<file path="src/rtl/multiplication_dispatcher_pkg.sv">
// rtl/multiplication_dispatcher_pkg.sv - shared defaults and types for the multiplication dispatcher
package multiplication_dispatcher_pkg;

    localparam int DISPATCH_WIDTH   = 8;
    localparam int DISPATCH_DEPTH   = 4;
    localparam int DISPATCH_TIMEOUT = 64;

    typedef struct packed {
        logic [DISPATCH_WIDTH-1:0] multiplicand;
        logic [DISPATCH_WIDTH-1:0] multiplier;
    } operand_pair_t;

    typedef enum logic [1:0] {
        IDLE  = 2'd0,
        ISSUE = 2'd1,
        WAIT  = 2'd2,
        HOLD  = 2'd3
    } dispatch_state_t;

endpackage

</file>
<file path="src/rtl/multiplication_dispatcher_if.sv">
// rtl/multiplication_dispatcher_if.sv - request and result streams of the multiplication dispatcher
interface multiplication_dispatcher_if
    import multiplication_dispatcher_pkg::*;
#(
    parameter int WIDTH = DISPATCH_WIDTH
);
    logic               req_valid_in;
    logic               req_ready_out;
    logic [WIDTH-1:0]   req_multiplicand_in;
    logic [WIDTH-1:0]   req_multiplier_in;
    logic               res_valid_out;
    logic               res_ready_in;
    logic [2*WIDTH-1:0] res_product_out;
    logic               res_overflow_out;
    logic               res_timeout_out;

    modport master (
        output req_valid_in, req_multiplicand_in, req_multiplier_in, res_ready_in,
        input  req_ready_out, res_valid_out, res_product_out, res_overflow_out, res_timeout_out
    );

    modport slave (
        input  req_valid_in, req_multiplicand_in, req_multiplier_in, res_ready_in,
        output req_ready_out, res_valid_out, res_product_out, res_overflow_out, res_timeout_out
    );
endinterface

</file>
<file path="src/rtl/multiplication_dispatcher_operand_fifo.sv">
// rtl/multiplication_dispatcher_operand_fifo.sv - operand pair FIFO with occupancy count
module multiplication_dispatcher_operand_fifo #(
    parameter int DATA_W = 16,
    parameter int DEPTH  = 4
) (
    input  logic                       clock,
    input  logic                       reset_in,
    input  logic                       push,
    input  logic [DATA_W-1:0]          push_data,
    input  logic                       pop,
    output logic [DATA_W-1:0]          pop_data,
    output logic                       full,
    output logic                       empty,
    output logic [$clog2(DEPTH+1)-1:0] count
);
    localparam int PTR_W   = $clog2(DEPTH);
    localparam int COUNT_W = $clog2(DEPTH + 1);

    logic [DATA_W-1:0] mem [DEPTH];
    logic [PTR_W-1:0]  wr_ptr;
    logic [PTR_W-1:0]  rd_ptr;
    logic              do_push;
    logic              do_pop;

    assign full     = (count == COUNT_W'(DEPTH));
    assign empty    = (count == '0);
    assign do_push  = push && !full;
    assign do_pop   = pop && !empty;
    assign pop_data = mem[rd_ptr];

    // Pointers are exactly log2(DEPTH) wide, so they wrap without compare logic.
    always_ff @(posedge clock or posedge reset_in) begin
        if (reset_in) begin
            wr_ptr <= '0;
            rd_ptr <= '0;
            count  <= '0;
        end else begin
            if (do_push) wr_ptr <= wr_ptr + 1'b1;
            if (do_pop)  rd_ptr <= rd_ptr + 1'b1;
            case ({do_push, do_pop})
                2'b10:   count <= count + 1'b1;
                2'b01:   count <= count - 1'b1;
                default: count <= count;
            endcase
        end
    end

    always_ff @(posedge clock) begin
        if (do_push) mem[wr_ptr] <= push_data;
    end

endmodule

</file>
<file path="src/rtl/multiplication_dispatcher.sv">
// rtl/multiplication_dispatcher.sv - queues operand pairs and drives a start/done multiplicator
module multiplication_dispatcher
    import multiplication_dispatcher_pkg::*;
#(
    parameter int WIDTH   = DISPATCH_WIDTH,
    parameter int DEPTH   = DISPATCH_DEPTH,
    parameter int TIMEOUT = DISPATCH_TIMEOUT
) (
    input  logic                       clock,
    input  logic                       reset_in,
    multiplication_dispatcher_if.slave stream,
    output logic [WIDTH-1:0]           multiplicand_out,
    output logic [WIDTH-1:0]           multiplier_out,
    output logic                       start_out,
    input  logic                       done_in,
    input  logic [2*WIDTH-1:0]         product_in,
    input  logic                       overflow_in,
    output logic [$clog2(DEPTH+1)-1:0] pending_count_out,
    output logic                       busy_out
);
    localparam int TIMER_W = $clog2(TIMEOUT);
    localparam logic [TIMER_W-1:0] TIMER_LAST = TIMER_W'(TIMEOUT - 1);

    dispatch_state_t    state;
    dispatch_state_t    next_state;
    logic               fifo_full;
    logic               fifo_empty;
    logic               fifo_push;
    logic               fifo_pop;
    logic [2*WIDTH-1:0] fifo_head;
    logic [TIMER_W-1:0] timer;
    logic               done_q;
    logic               done_edge;
    logic               slot_free;
    logic               capture_done;
    logic               capture_timeout;
    logic               res_valid;
    logic [2*WIDTH-1:0] res_product;
    logic               res_overflow;
    logic               res_timeout;

    // Ready is masked during reset so every output reads 0 while reset_in is high.
    assign stream.req_ready_out    = !reset_in && !fifo_full;
    assign fifo_push               = stream.req_valid_in && stream.req_ready_out;
    assign stream.res_valid_out    = res_valid;
    assign stream.res_product_out  = res_product;
    assign stream.res_overflow_out = res_overflow;
    assign stream.res_timeout_out  = res_timeout;

    assign done_edge = done_in && !done_q;
    assign slot_free = !res_valid || stream.res_ready_in;
    assign start_out = (state == ISSUE);
    assign busy_out  = (state != IDLE);

    multiplication_dispatcher_operand_fifo #(
        .DATA_W (2 * WIDTH),
        .DEPTH  (DEPTH)
    ) u_fifo (
        .clock     (clock),
        .reset_in  (reset_in),
        .push      (fifo_push),
        .push_data ({stream.req_multiplicand_in, stream.req_multiplier_in}),
        .pop       (fifo_pop),
        .pop_data  (fifo_head),
        .full      (fifo_full),
        .empty     (fifo_empty),
        .count     (pending_count_out)
    );

    always_comb begin
        next_state      = state;
        fifo_pop        = 1'b0;
        capture_done    = 1'b0;
        capture_timeout = 1'b0;
        case (state)
            IDLE: begin
                if (!fifo_empty) begin
                    if (slot_free) begin
                        fifo_pop   = 1'b1;
                        next_state = ISSUE;
                    end else begin
                        next_state = HOLD;
                    end
                end
            end
            ISSUE: next_state = WAIT;
            WAIT: begin
                // A done edge in the final timer cycle still counts as a completion.
                if (done_edge) begin
                    capture_done = 1'b1;
                    next_state   = IDLE;
                end else if (timer == TIMER_LAST) begin
                    capture_timeout = 1'b1;
                    next_state      = IDLE;
                end
            end
            HOLD: begin
                if (slot_free) begin
                    fifo_pop   = 1'b1;
                    next_state = ISSUE;
                end
            end
            default: next_state = IDLE;
        endcase
    end

    always_ff @(posedge clock or posedge reset_in) begin
        if (reset_in) begin
            state            <= IDLE;
            timer            <= '0;
            done_q           <= 1'b0;
            multiplicand_out <= '0;
            multiplier_out   <= '0;
            res_valid        <= 1'b0;
            res_product      <= '0;
            res_overflow     <= 1'b0;
            res_timeout      <= 1'b0;
        end else begin
            state  <= next_state;
            done_q <= done_in;
            if (state == ISSUE) begin
                timer <= '0;
            end else if (state == WAIT && timer != TIMER_LAST) begin
                timer <= timer + 1'b1;
            end
            if (fifo_pop) begin
                {multiplicand_out, multiplier_out} <= fifo_head;
            end
            // A fresh capture overrides a same-cycle consume of the previous result.
            if (capture_done) begin
                res_valid    <= 1'b1;
                res_product  <= product_in;
                res_overflow <= overflow_in;
                res_timeout  <= 1'b0;
            end else if (capture_timeout) begin
                res_valid    <= 1'b1;
                res_product  <= '0;
                res_overflow <= 1'b0;
                res_timeout  <= 1'b1;
            end else if (res_valid && stream.res_ready_in) begin
                res_valid <= 1'b0;
            end
        end
    end

endmodule

</file>
<file path="src/flat_wrapper.sv">
// flat-port wrapper written by rule: the top's interface ports become plain ports
module multiplication_dispatcher_flat import multiplication_dispatcher_pkg::*;
#(
    parameter int WIDTH   = DISPATCH_WIDTH,
    parameter int DEPTH   = DISPATCH_DEPTH,
    parameter int TIMEOUT = DISPATCH_TIMEOUT
)
  (clock, reset_in, multiplicand_out, multiplier_out, start_out, done_in, product_in, overflow_in, pending_count_out, busy_out, stream_req_valid_in, stream_req_multiplicand_in, stream_req_multiplier_in, stream_res_ready_in, stream_req_ready_out, stream_res_valid_out, stream_res_product_out, stream_res_overflow_out, stream_res_timeout_out);
  multiplication_dispatcher_if #(.WIDTH(WIDTH)) stream_i ();
  input  logic clock;
  input  logic reset_in;
  output logic [WIDTH-1:0] multiplicand_out;
  output logic [WIDTH-1:0] multiplier_out;
  output logic start_out;
  input  logic done_in;
  input  logic [2*WIDTH-1:0] product_in;
  input  logic overflow_in;
  output logic [$clog2(DEPTH+1)-1:0] pending_count_out;
  output logic busy_out;
  input wire logic [$bits(stream_i.req_valid_in)-1:0] stream_req_valid_in;
  input wire logic [$bits(stream_i.req_multiplicand_in)-1:0] stream_req_multiplicand_in;
  input wire logic [$bits(stream_i.req_multiplier_in)-1:0] stream_req_multiplier_in;
  input wire logic [$bits(stream_i.res_ready_in)-1:0] stream_res_ready_in;
  output wire logic [$bits(stream_i.req_ready_out)-1:0] stream_req_ready_out;
  output wire logic [$bits(stream_i.res_valid_out)-1:0] stream_res_valid_out;
  output wire logic [$bits(stream_i.res_product_out)-1:0] stream_res_product_out;
  output wire logic [$bits(stream_i.res_overflow_out)-1:0] stream_res_overflow_out;
  output wire logic [$bits(stream_i.res_timeout_out)-1:0] stream_res_timeout_out;
  assign stream_i.req_valid_in = stream_req_valid_in;
  assign stream_i.req_multiplicand_in = stream_req_multiplicand_in;
  assign stream_i.req_multiplier_in = stream_req_multiplier_in;
  assign stream_i.res_ready_in = stream_res_ready_in;
  assign stream_req_ready_out = stream_i.req_ready_out;
  assign stream_res_valid_out = stream_i.res_valid_out;
  assign stream_res_product_out = stream_i.res_product_out;
  assign stream_res_overflow_out = stream_i.res_overflow_out;
  assign stream_res_timeout_out = stream_i.res_timeout_out;
  multiplication_dispatcher #(.WIDTH(WIDTH), .DEPTH(DEPTH), .TIMEOUT(TIMEOUT)) u_core (.clock(clock), .reset_in(reset_in), .stream(stream_i), .multiplicand_out(multiplicand_out), .multiplier_out(multiplier_out), .start_out(start_out), .done_in(done_in), .product_in(product_in), .overflow_in(overflow_in), .pending_count_out(pending_count_out), .busy_out(busy_out));
endmodule
</file>
<file path="config.mk">
export PLATFORM = sky130hd
export DESIGN_NAME = multiplication_dispatcher_flat
export DESIGN_NICKNAME = d
export VERILOG_FILES = /design/src/rtl/multiplication_dispatcher_pkg.sv /design/src/rtl/multiplication_dispatcher_if.sv /design/src/rtl/multiplication_dispatcher_operand_fifo.sv /design/src/rtl/multiplication_dispatcher.sv /design/src/flat_wrapper.sv
export SDC_FILE = /design/constraint.sdc
export NUM_CORES = 1
export LEC_CHECK = 0
export CAP_MARGIN = 20
export CORE_AREA = 2 2 121 76
export CTS_BUF_LIST = sky130_fd_sc_hd__clkbuf_8
export CTS_CLUSTER_SIZE = 10
export DETAILED_ROUTE_END_ITERATION = 16
export DIE_AREA = 0 0 123 78
export PLACE_DENSITY = 0.78
export RECOVER_POWER = 25
export REMOVE_ABC_BUFFERS = 1
export SYNTH_ARGS = -nofsm -noshare
export SYNTH_HDL_FRONTEND = slang
export SYNTH_SLANG_ARGS = --single-unit
</file>
<file path="constraint.sdc">
create_clock -name clock -period 6.8 [get_ports clock]
set_input_delay 0.68 -clock clock [delete_from_list [all_inputs] [get_ports clock]]
set_output_delay 0.68 -clock clock [all_outputs]
set_load 0.01 [all_outputs]
</file>
## After elaboration in Yosys (flattened, before gate mapping)

Memories as Yosys holds them, arrays and structs flattened. A register that Yosys moved wholly into a read port is not among the register bits.
Index checks and enable logic that the tools add are counted.

- Flip-flop bits (word level): 35
- RAM bits: 64
- Input port bits: 38
- Output and inout port bits: 41
- Logic and storage cells: 76
- Memories: 1

- $add $sub $neg: 5
- Equality and inequality tests: 11
- Multiplexer cells: 28
- Reduce and logical (&&, ||, !) cells: 21

Memory list:

| name | words | bits a word | read ports | clocked after memory_dff | write ports | line | text |
|---|---|---|---|---|---|---|---|
| u_core.u_fifo.mem | 4 | 16 | 1 | 1 | 1 | multiplication_dispatcher_operand_fifo.sv:19 | `logic [DATA_W-1:0] mem [DEPTH];` |

Operators by type and width:

| kind | number |
|---|---|
| $mux W16 | 2 |
| $mux W1 | 16 |
| $mux W6 | 2 |
| $mux W2 | 5 |
| $pmux W2 S4 | 1 |
| $reduce_bool A2 Y1 | 4 |
| $logic_and A1 B1 Y1 | 7 |
| $add A6 B1 Y6 const B | 1 |
| $eq A2 B2 Y1 const B | 3 |
| $eq A6 B6 Y1 const B | 1 |
| $ne A6 B6 Y1 const B | 1 |
| $pmux W3 S2 | 1 |
| $logic_not A1 Y1 | 5 |
| $add A2 B1 Y2 const B | 2 |
| $eq A2 B1 Y1 const B | 2 |
| $add A3 B1 Y3 const B | 1 |
| $eq A3 B3 Y1 const B | 1 |
| $logic_not A3 Y1 | 1 |
| $ne A3 B1 Y1 const B | 1 |
| $reduce_and A3 Y1 | 1 |
| $reduce_bool A3 Y1 | 1 |
| $sub A3 B1 Y3 const B | 1 |
| $logic_not A2 Y1 | 1 |
| $ne A2 B1 Y1 const B | 1 |
| other kinds (3) | 3 |

## Longest topological paths before layout

Gate-level depths: netlist of the first run.

- Depth after elaboration: 8
- Gate-level depth with buffers: 10

## Hierarchy

From an unflattened synthesis of the first run, not the netlist that was laid out.

- Cells, all modules: 288
- Area total of the unflattened synthesis: 4694.5 sq um

Modules (own cells, without submodules):

| module | instances | cells each | area each (sq um) |
|---|---|---|---|
| multiplication_dispatcher_operand_fifo | 1 | 122 | 2778.9 |
| multiplication_dispatcher | 1 | 166 | 1915.6 |

## Least setup slack after synthesis of the first run

No wires, ideal clock.

- Path kind: reg2reg
- Start: register u_core.state[0]
- End: register u_core.u_fifo.count[2]
- Setup time: 0.079 ns
- Arrival time: 2.287 ns
- Required time: 6.721 ns
- Slack: 4.434 ns
- Cell stages (with the launch flop): 10
- Period minus slack after synthesis: 2.366 ns
- Path through: dfrtp_1 > inv_1 > ha_1 > nor4_1 > ha_1 > inv_1 > fa_1 > xor2_1 > nor2_1 > xor2_1

- Word-level cells in the longest chain between the ends: 5

Ends and longest elaborated chain:

| what | line | text |
|---|---|---|
| start: declaration | multiplication_dispatcher.sv:24 | `dispatch_state_t state;` |
| start signal: assignment | multiplication_dispatcher.sv:119 | `state <= next_state;` |
| $eq A2 B2 Y1 / $logic_not A2 Y1 (equally long branches) | multiplication_dispatcher.sv:75 | `case (state)` |
| $pmux W1 S2 (*) | multiplication_dispatcher.sv:75 |  |
| $logic_and A1 B1 Y1 (*) | multiplication_dispatcher_operand_fifo.sv:28 | `assign do_pop = pop && !empty;` |
| named net u_core.u_fifo.do_pop | multiplication_dispatcher_operand_fifo.sv:23 | `logic do_pop;` |
| $eq A2 B1 Y1 / $eq A2 B2 Y1 (equally long branches) | multiplication_dispatcher_operand_fifo.sv:40 | `case ({do_push, do_pop})` |
| $pmux W3 S2 / $reduce_bool A2 Y1 (equally long branches) | - |  |
| end signal: assignment | multiplication_dispatcher_operand_fifo.sv:41 | `2'b10: count <= count + 1'b1;` |
| end signal: assignment | multiplication_dispatcher_operand_fifo.sv:42 | `2'b01: count <= count - 1'b1;` |
| end signal: assignment | multiplication_dispatcher_operand_fifo.sv:43 | `default: count <= count;` |
| end: declaration | multiplication_dispatcher_operand_fifo.sv:14 | `output logic [$clog2(DEPTH+1)-1:0] count` |

The timed path passes the listed nets; every way through them passes the cells marked *.
A chain may end at the register's enable or synchronous reset.

## Worst setup path after layout of the first run

- Start: input port reset_in
- End: output port stream_req_ready_out

- Word-level cells in the longest chain between the ends: 2

Ends and longest elaborated chain:

| what | line | text |
|---|---|---|
| start: declaration | flat_wrapper.sv:11 | `input logic reset_in;` |
| $logic_not A1 Y1 (no source line) | - |  |
| $logic_and A1 B1 Y1 | multiplication_dispatcher.sv:43 | `assign stream.req_ready_out = !reset_in && !fifo_full;` |
| end: declaration | flat_wrapper.sv:24 | `output wire logic [$bits(stream_i.req_ready_out)-1:0] stream_req_ready_out;` |

No other way between the ends.

==> flow_summary.json, run 1 <==
{
  "grt_pass1_vias": 2701,
  "cp-start-kind": "primary input",
  "worst-path-max-fanout": 6,
  "rows": 26,
  "slowest_delay_ns": 0.62,
  "worst_slack_ns": 3.94,
  "crit_path_end_kind": "output port",
  "die_x_um": 123,
  "cts.repair.resized": 0,
  "ys_seq_elements": 115,
  "fin_setup_tns_ns": 0,
  "syn_to_final_growth_pct": 28.1,
  "clk_pin_slew_ns": 0.06,
  "cts_buffers": 17,
  "grtUsageMet2": 0.272,
  "min_path_type": "reg2reg",
  "r2r_cells": 10,
  "r2r_slack_ns": 4.14,
  "p_per_area_mw_per_mm2": 431,
  "met3_usage": 0.0750,
  "outcome": "finished, final reports clean",
  "slew_headroom": 0.368,
  "vias": 2623,
  "synth-async-reset-ratio": 0.443,
  "min_from": "u_core.multiplier_out[7]",
  "fin_skew_ns": 0.0103,
  "clkLatencyLatePin_ns": 0.42,
  "place_hpwl_um": 5550,
  "ant_nets": 0,
  "period_needed_ns": 2.86,
  "drt_wl_total_um": 8340,
  "grt_pass1_wl_um": 13800,
  "grt_usage": 0.194,
  "post_dp_cell_area_mm2": 0.00551,
  "r2r-start": "u_core.state[0]",
  "cp.required_ns": 6.12,
  "setup_violations": 0,
  "fin_crit_sh": 0.421,
  "fmax_ghz": 0.349,
  "drt_first_pass_iters": 4,
  "syn-cell-area_mm2": 0.00460,
  "fin_area_mm2": 0.00590,
  "cts_tree": "yes",
  "grt-ovfl-total": 0,
  "gp_congestion": 0.742,
  "power.total_w": 0.00254,
  "vias_per_cell": 5.25,
  "peakVddDrop_uv": 235,
  "seq_area_frac_synth": 0.695,
  "layout.nets": 424,
  "pre_cts_ws_ns": 3.75,
  "grt_setup_unrepaired": "false",
  "synth_edf_count": 64,
  "syn_inst": 284,
  "use_met1": 0.286,
  "cts_htree_levels": 4,
  "finalHoldViolations": 0,
  "synthDistinctLibCells": 34,
  "r2r_end": "u_core.u_fifo.count[2]",
  "critPathTopFamily": "buffers and inverters",
  "antennaDiodeCount": 0,
  "antenna_found_initial": 0,
  "pin_count": 79,
  "whs_endpoint": "u_core.multiplier_out[7]",
  "slew_viol_final": 0,
  "die_h_um": 78,
  "busiest_layer": "met1",
  "crit_type": "in2out",
  "clockRootBuffer": "clkbuf_8",
  "syn_avg_cell_area_um2": 16.2,
  "drive_above_1_share": 0.165,
  "wire_per_inst_um": 16.7,
  "tightest_slew_ns": 0.945,
  "grt_max_degree": 52,
  "drt_iter0_markers": 261,
  "cp_slowest_cell": "clkdlybuf4s50_1",
  "clock-sinks": 115,
  "cp_cell_sequence": "dlygate4sd3_1, a31oi_1, clkdlybuf4s50_1",
  "drc": 0,
  "portBuffers": 78,
  "yosys_warnings": 0,
  "hold_depth": 1,
  "clock_path_buffers": 2,
  "initial_utilization": 0.548,
  "ys.flop_type": "edfxtp_1",
  "cp_data_arrival_time_ns": 2.18,
  "dieArea_mm2": 0.00959,
  "p_leak_nw": 2.31,
  "cts_setup_buffers": 0,
  "drv_cap": 0,
  "coreArea_mm2": 0.00839,
  "critPathBufInv": 2,
  "cts_hold_buf": 0
}
-- final cells by class --
class / count / area, µm²
Sequential cell: 115 / 3200
Fill cell: 569 / 2500
Multi-Input combinational cell: 147 / 1300
Timing Repair Buffer: 81 / 836
Clock buffer: 22 / 303
Tap cell: 112 / 140
Clock inverter: 10 / 67.6
Inverter: 13 / 48.8
-- state kept, by name, summed over array words and instances, names as in the netlist --
register	count
u_core.u_fifo.count	3
u_core.u_fifo.wr_ptr	2
u_core.stream.res_timeout_out	1
u_core.multiplier_out	8
u_core.timer	6
u_core.u_fifo.mem	64
u_core.stream.res_overflow_out	1
u_core.multiplicand_out	8
u_core.done_q	1
u_core.stream.res_valid_out	1
u_core.stream.res_product_out	16
u_core.state	2
u_core.u_fifo.rd_ptr	2
-- report_power, final --
part | internal [W] | leakage [nW] | switching, W
Sequential | 0.000920 | 1.21 | 0.000127
Clock | 0.000328 | 0.216 | 0.000245
Combinational | 0.000542 | 0.881 | 0.000380
-- worst max path at each step --
stage | from | endpoint | cells past startpoint
final | reset_in | stream_req_ready_out | 3
after CTS | reset_in | stream_req_ready_out | 3
after detailed placement | stream_res_ready_in | u_core.u_fifo.count[2] | 9
after global routing | reset_in | stream_req_ready_out | 3
after floorplan | u_core.state[0] | u_core.u_fifo.count[2] | 9
after global placement | stream_res_ready_in | u_core.u_fifo.count[2] | 9
-- stage by stage --
stage / util / cells / hold slack [ns]
finish: 0.702 / 500 / 0.507
global route: 0.702 / 500 / 0.528
CTS: 0.700 / 499 / 0.510
detailed placement: 0.656 / 467 / 0.492
global placement: 0.653 / 466 / 0.489
floorplan: - / 275 / 0.495
-- cells in the final DEF, fill, tap and decap left out, types with 5 or more instances in the layout --
cell             Yosys  final
mux4_2              16     16
o21ai_0             19     19
mux2_4              10     10
dlygate4sd3_1        0     18
inv_1               13     19
edfxtp_1            64     64
mux2i_1              5      5
dfrtp_1             51     51
mux2_2               7      7
nand2_1             38     38
clkbuf_8             0     22
clkdlybuf4s50_1      0     60
ha_1                10     10
nor2_1               7      7
and3_1               5      5
-- Yosys cell counts (all sizes together), types with 2 or more instances --
cell type,number,area share
a21oi,3,0.0033
inv,13,0.011
or3,2,0.0027
mux2,17,0.050
nor2b,2,0.0027
ha,10,0.027
nand2,38,0.031
o21ai,20,0.022
clkbuf,5,0.0041
edfxtp,64,0.42
and2,2,0.0027
mux2i,5,0.011
a311oi,2,0.0038
nor2,7,0.0057
and3,5,0.0068
xnor2,3,0.0057
dfrtp,51,0.28
nand3,2,0.0022
nor3,2,0.0033
mux4,16,0.078
buf,4,0.0071
xor2,4,0.0076
-- cells by family (layout without fill, tap and decap cells) --
logic type / count (synthesis) / in the layout / synth area share
AO/OA/AOI/OAI: 29 / 29 / 0.0394
XOR/XNOR: 7 / 7 / 0.0133
adder cells (fa/ha/maj): 11 / 11 / 0.0315
buffers and inverters: 22 / 126 / 0.0218
flip-flops: 115 / 115 / 0.695
multiplexers: 38 / 38 / 0.139
AND/OR/NAND/NOR: 62 / 62 / 0.0598
-- routing by layer --
layer	vias to the layer above	wire length, µm
li1	1222	-
met1	1312	4120
met2	83	3630
met3	6	552
met4	0	44
met5	-	0
(Power assumes the default switching activity.)
==> inputs of run 2 (changes only) <==
--- a/config.mk
+++ b/config.mk
@@ -6,12 +6,12 @@
 export NUM_CORES = 1
 export LEC_CHECK = 0
 export CAP_MARGIN = 20
-export CORE_AREA = 2 2 121 76
+export CORE_AREA = 2 2 129 81
 export CTS_BUF_LIST = sky130_fd_sc_hd__clkbuf_8
 export CTS_CLUSTER_SIZE = 10
 export DETAILED_ROUTE_END_ITERATION = 16
-export DIE_AREA = 0 0 123 78
-export PLACE_DENSITY = 0.78
+export DIE_AREA = 0 0 131 83
+export PLACE_DENSITY = 0.72
 export RECOVER_POWER = 25
 export REMOVE_ABC_BUFFERS = 1
 export SYNTH_ARGS = -nofsm -noshare
==> constraint.sdc (replaced) <==
create_clock -name clock -period 2.4 [get_ports clock]
set_input_delay 0.24 -clock clock [delete_from_list [all_inputs] [get_ports clock]]
set_output_delay 0.24 -clock clock [all_outputs]
set_load 0.01 [all_outputs]
==> run 2 against run 1 <==
Hold slack worse by 0.13 ns. Cell area grew 3.2%. Via count up 0.57%. Critical path type is now reg2out. Global-route usage decreased by 1.6 points. Highest routed layer unchanged. Setup slack worse by 3.8 ns. Sequential cell count unchanged. Critical path depth rose by 1. Core utilization decreased by 7.1 points. Routed wire length rose by 7.0%. Non-clock buffer count is 15 higher.
==> flow_summary.json, run 2 (same netlist as run 1, synthesis figures left out) <==
{
  "outcome": "finished, final reports clean",
  "grt_pass1_vias": 2788,
  "grt_max_degree": 52,
  "slew_viol_final": 0,
  "clkLatencyLatePin_ns": 0.42,
  "most-common-layout-cells": "clkdlybuf4s50_1 (71), edfxtp_1 (64), dfrtp_1 (51)",
  "fillers": 710,
  "place_hpwl_um": 5770,
  "largest_reg_flops": 64,
  "drc": 0,
  "regMostFlops": "u_core.u_fifo.mem",
  "crit_path_end_kind": "output port",
  "p_leak_nw": 2.38,
  "antennaDiodeCount": 0,
  "clock-sinks": 115,
  "crit_type": "reg2out",
  "rows": 28,
  "grt_usage": 0.179,
  "drive_above_1_share": 0.213,
  "mostFrequentLayoutCell": "clkdlybuf4s50_1",
  "grt-ovfl-total": 0,
  "setup_violations": 0,
  "die_x_um": 131,
  "vias": 2638,
  "tightest_slew_ns": 1.32,
  "cp_data_arrival_time_ns": 1.98,
  "period_needed_ns": 2.22,
  "vias_per_cell": 4.90,
  "syn_to_final_growth_pct": 32.2,
  "pin_count": 79,
  "layout.nets": 439,
  "finalHoldViolations": 0,
  "fin_crit_sh": 0.924,
  "peakVddDrop_uv": 551,
  "drt_wl_total_um": 8930,
  "clockRootBuffer": "clkbuf_8",
  "fmax_ghz": 0.451,
  "fin_setup_tns_ns": 0,
  "portBuffers": 78,
  "fin_skew_ns": 0.00953,
  "drv_cap": 0,
  "whs_ns": 0.379,
  "cp-start-kind": "flop",
  "ant_nets": 0,
  "worst-path-max-fanout": 8,
  "initial_utilization": 0.478,
  "wire_per_inst_um": 16.6,
  "grt_pass1_wl_um": 14500,
  "cp.required_ns": 2.16,
  "clk_pin_slew_ns": 0.06,
  "fin_cells": 538,
  "die_h_um": 83,
  "antenna_found_initial": 0,
  "dieArea_mm2": 0.0109,
  "cts_tree": "yes",
  "drt_iter0_markers": 152,
  "clock_path_buffers": 2,
  "gp_congestion": 0.759,
  "p_per_area_mw_per_mm2": 1230,
  "dpl.cell_count": 501,
  "min_path_type": "in2reg",
  "grt_setup_unrepaired": "false",
  "cts_buffers": 17,
  "coreArea_mm2": 0.00963,
  "drt_first_pass_iters": 4,
  "slew_headroom": 0.122,
  "cts_htree_levels": 4
}
[run 2: repair_timing]
| item | in CTS | in global routing |
|---|---|---|
| pin swaps | 0 | 1 |
| hold buffers | 0 | 0 |
| endpoints found under the setup margin | 1 | 1 |
| buffers inserted | 0 | 5 |
| resized for setup | 2 | 6 |
[run 2: final timing paths]
kind | from | end | slack [ns] | cells after the start
worst max-delay path | u_core.state[1] | start_out | 0.18 | 4
worst min register to register | u_core.stream.res_timeout_out | u_core.stream.res_timeout_out | 0.50 | 2
worst max register to register | u_core.state[0] | u_core.u_fifo.count[2] | 0.23 | 10
min in group asynchronous | reset_in | u_core.u_fifo.wr_ptr[1] | 0.72 | 3
max in group asynchronous | reset_in | u_core.stream.res_timeout_out | 0.87 | 3
worst min-delay path | overflow_in | u_core.stream.res_overflow_out | 0.38 | 3
[run 2: power breakdown]
part	total, W	switching, W	leakage, nW	internal, W
clock network	0.00165	0.000721	0.215	0.000930
registers	0.00291	0.000307	1.21	0.00261
logic	0.00292	0.00120	0.950	0.00172
[run 2: per-layer routing]
layer | global-route usage | wire length, µm | part of all wire
met1 | 0.260 | 4410 | 0.49
met2 | 0.254 | 4080 | 0.46
met3 | 0.0567 | 364 | 0.041
met4 | 0.0638 | 73 | 0.0082
met5 | 0 | 0 | 0
[run 2: layout make-up]
type	instances	area, µm²	area share
sequential	115	3200	0.526
inverter	13	48.8	0.00802
timing repair buffer	96	951	0.156
clock buffer	22	303	0.0498
clock inverter	10	68.8	0.0113
multi-input combinational	147	1350	0.221
tap	135	169	0.0278
[run 2: metrics by stage]
step | total power (W) | cell area [µm²] | setup WS (ns) | util
CTS | 0.00745 | 6040 | 0.0271 | 0.627
global route | 0.00794 | 6080 | 0.0375 | 0.631
floorplan | 0.00446 | 4550 | 0.0336 | -
finish | 0.00748 | 6080 | 0.182 | 0.631
detailed placement | 0.00575 | 5650 | -0.0355 | 0.586
global placement | 0.00566 | 5650 | 0.0986 | 0.586
[run 2: critical path, cell delays in order (launching register included)]
cell,delay [ns]
dfrtp_1,0.41
inv_2,0.10
buf_4,0.11
ha_1,0.34
clkdlybuf4s50_1,0.61
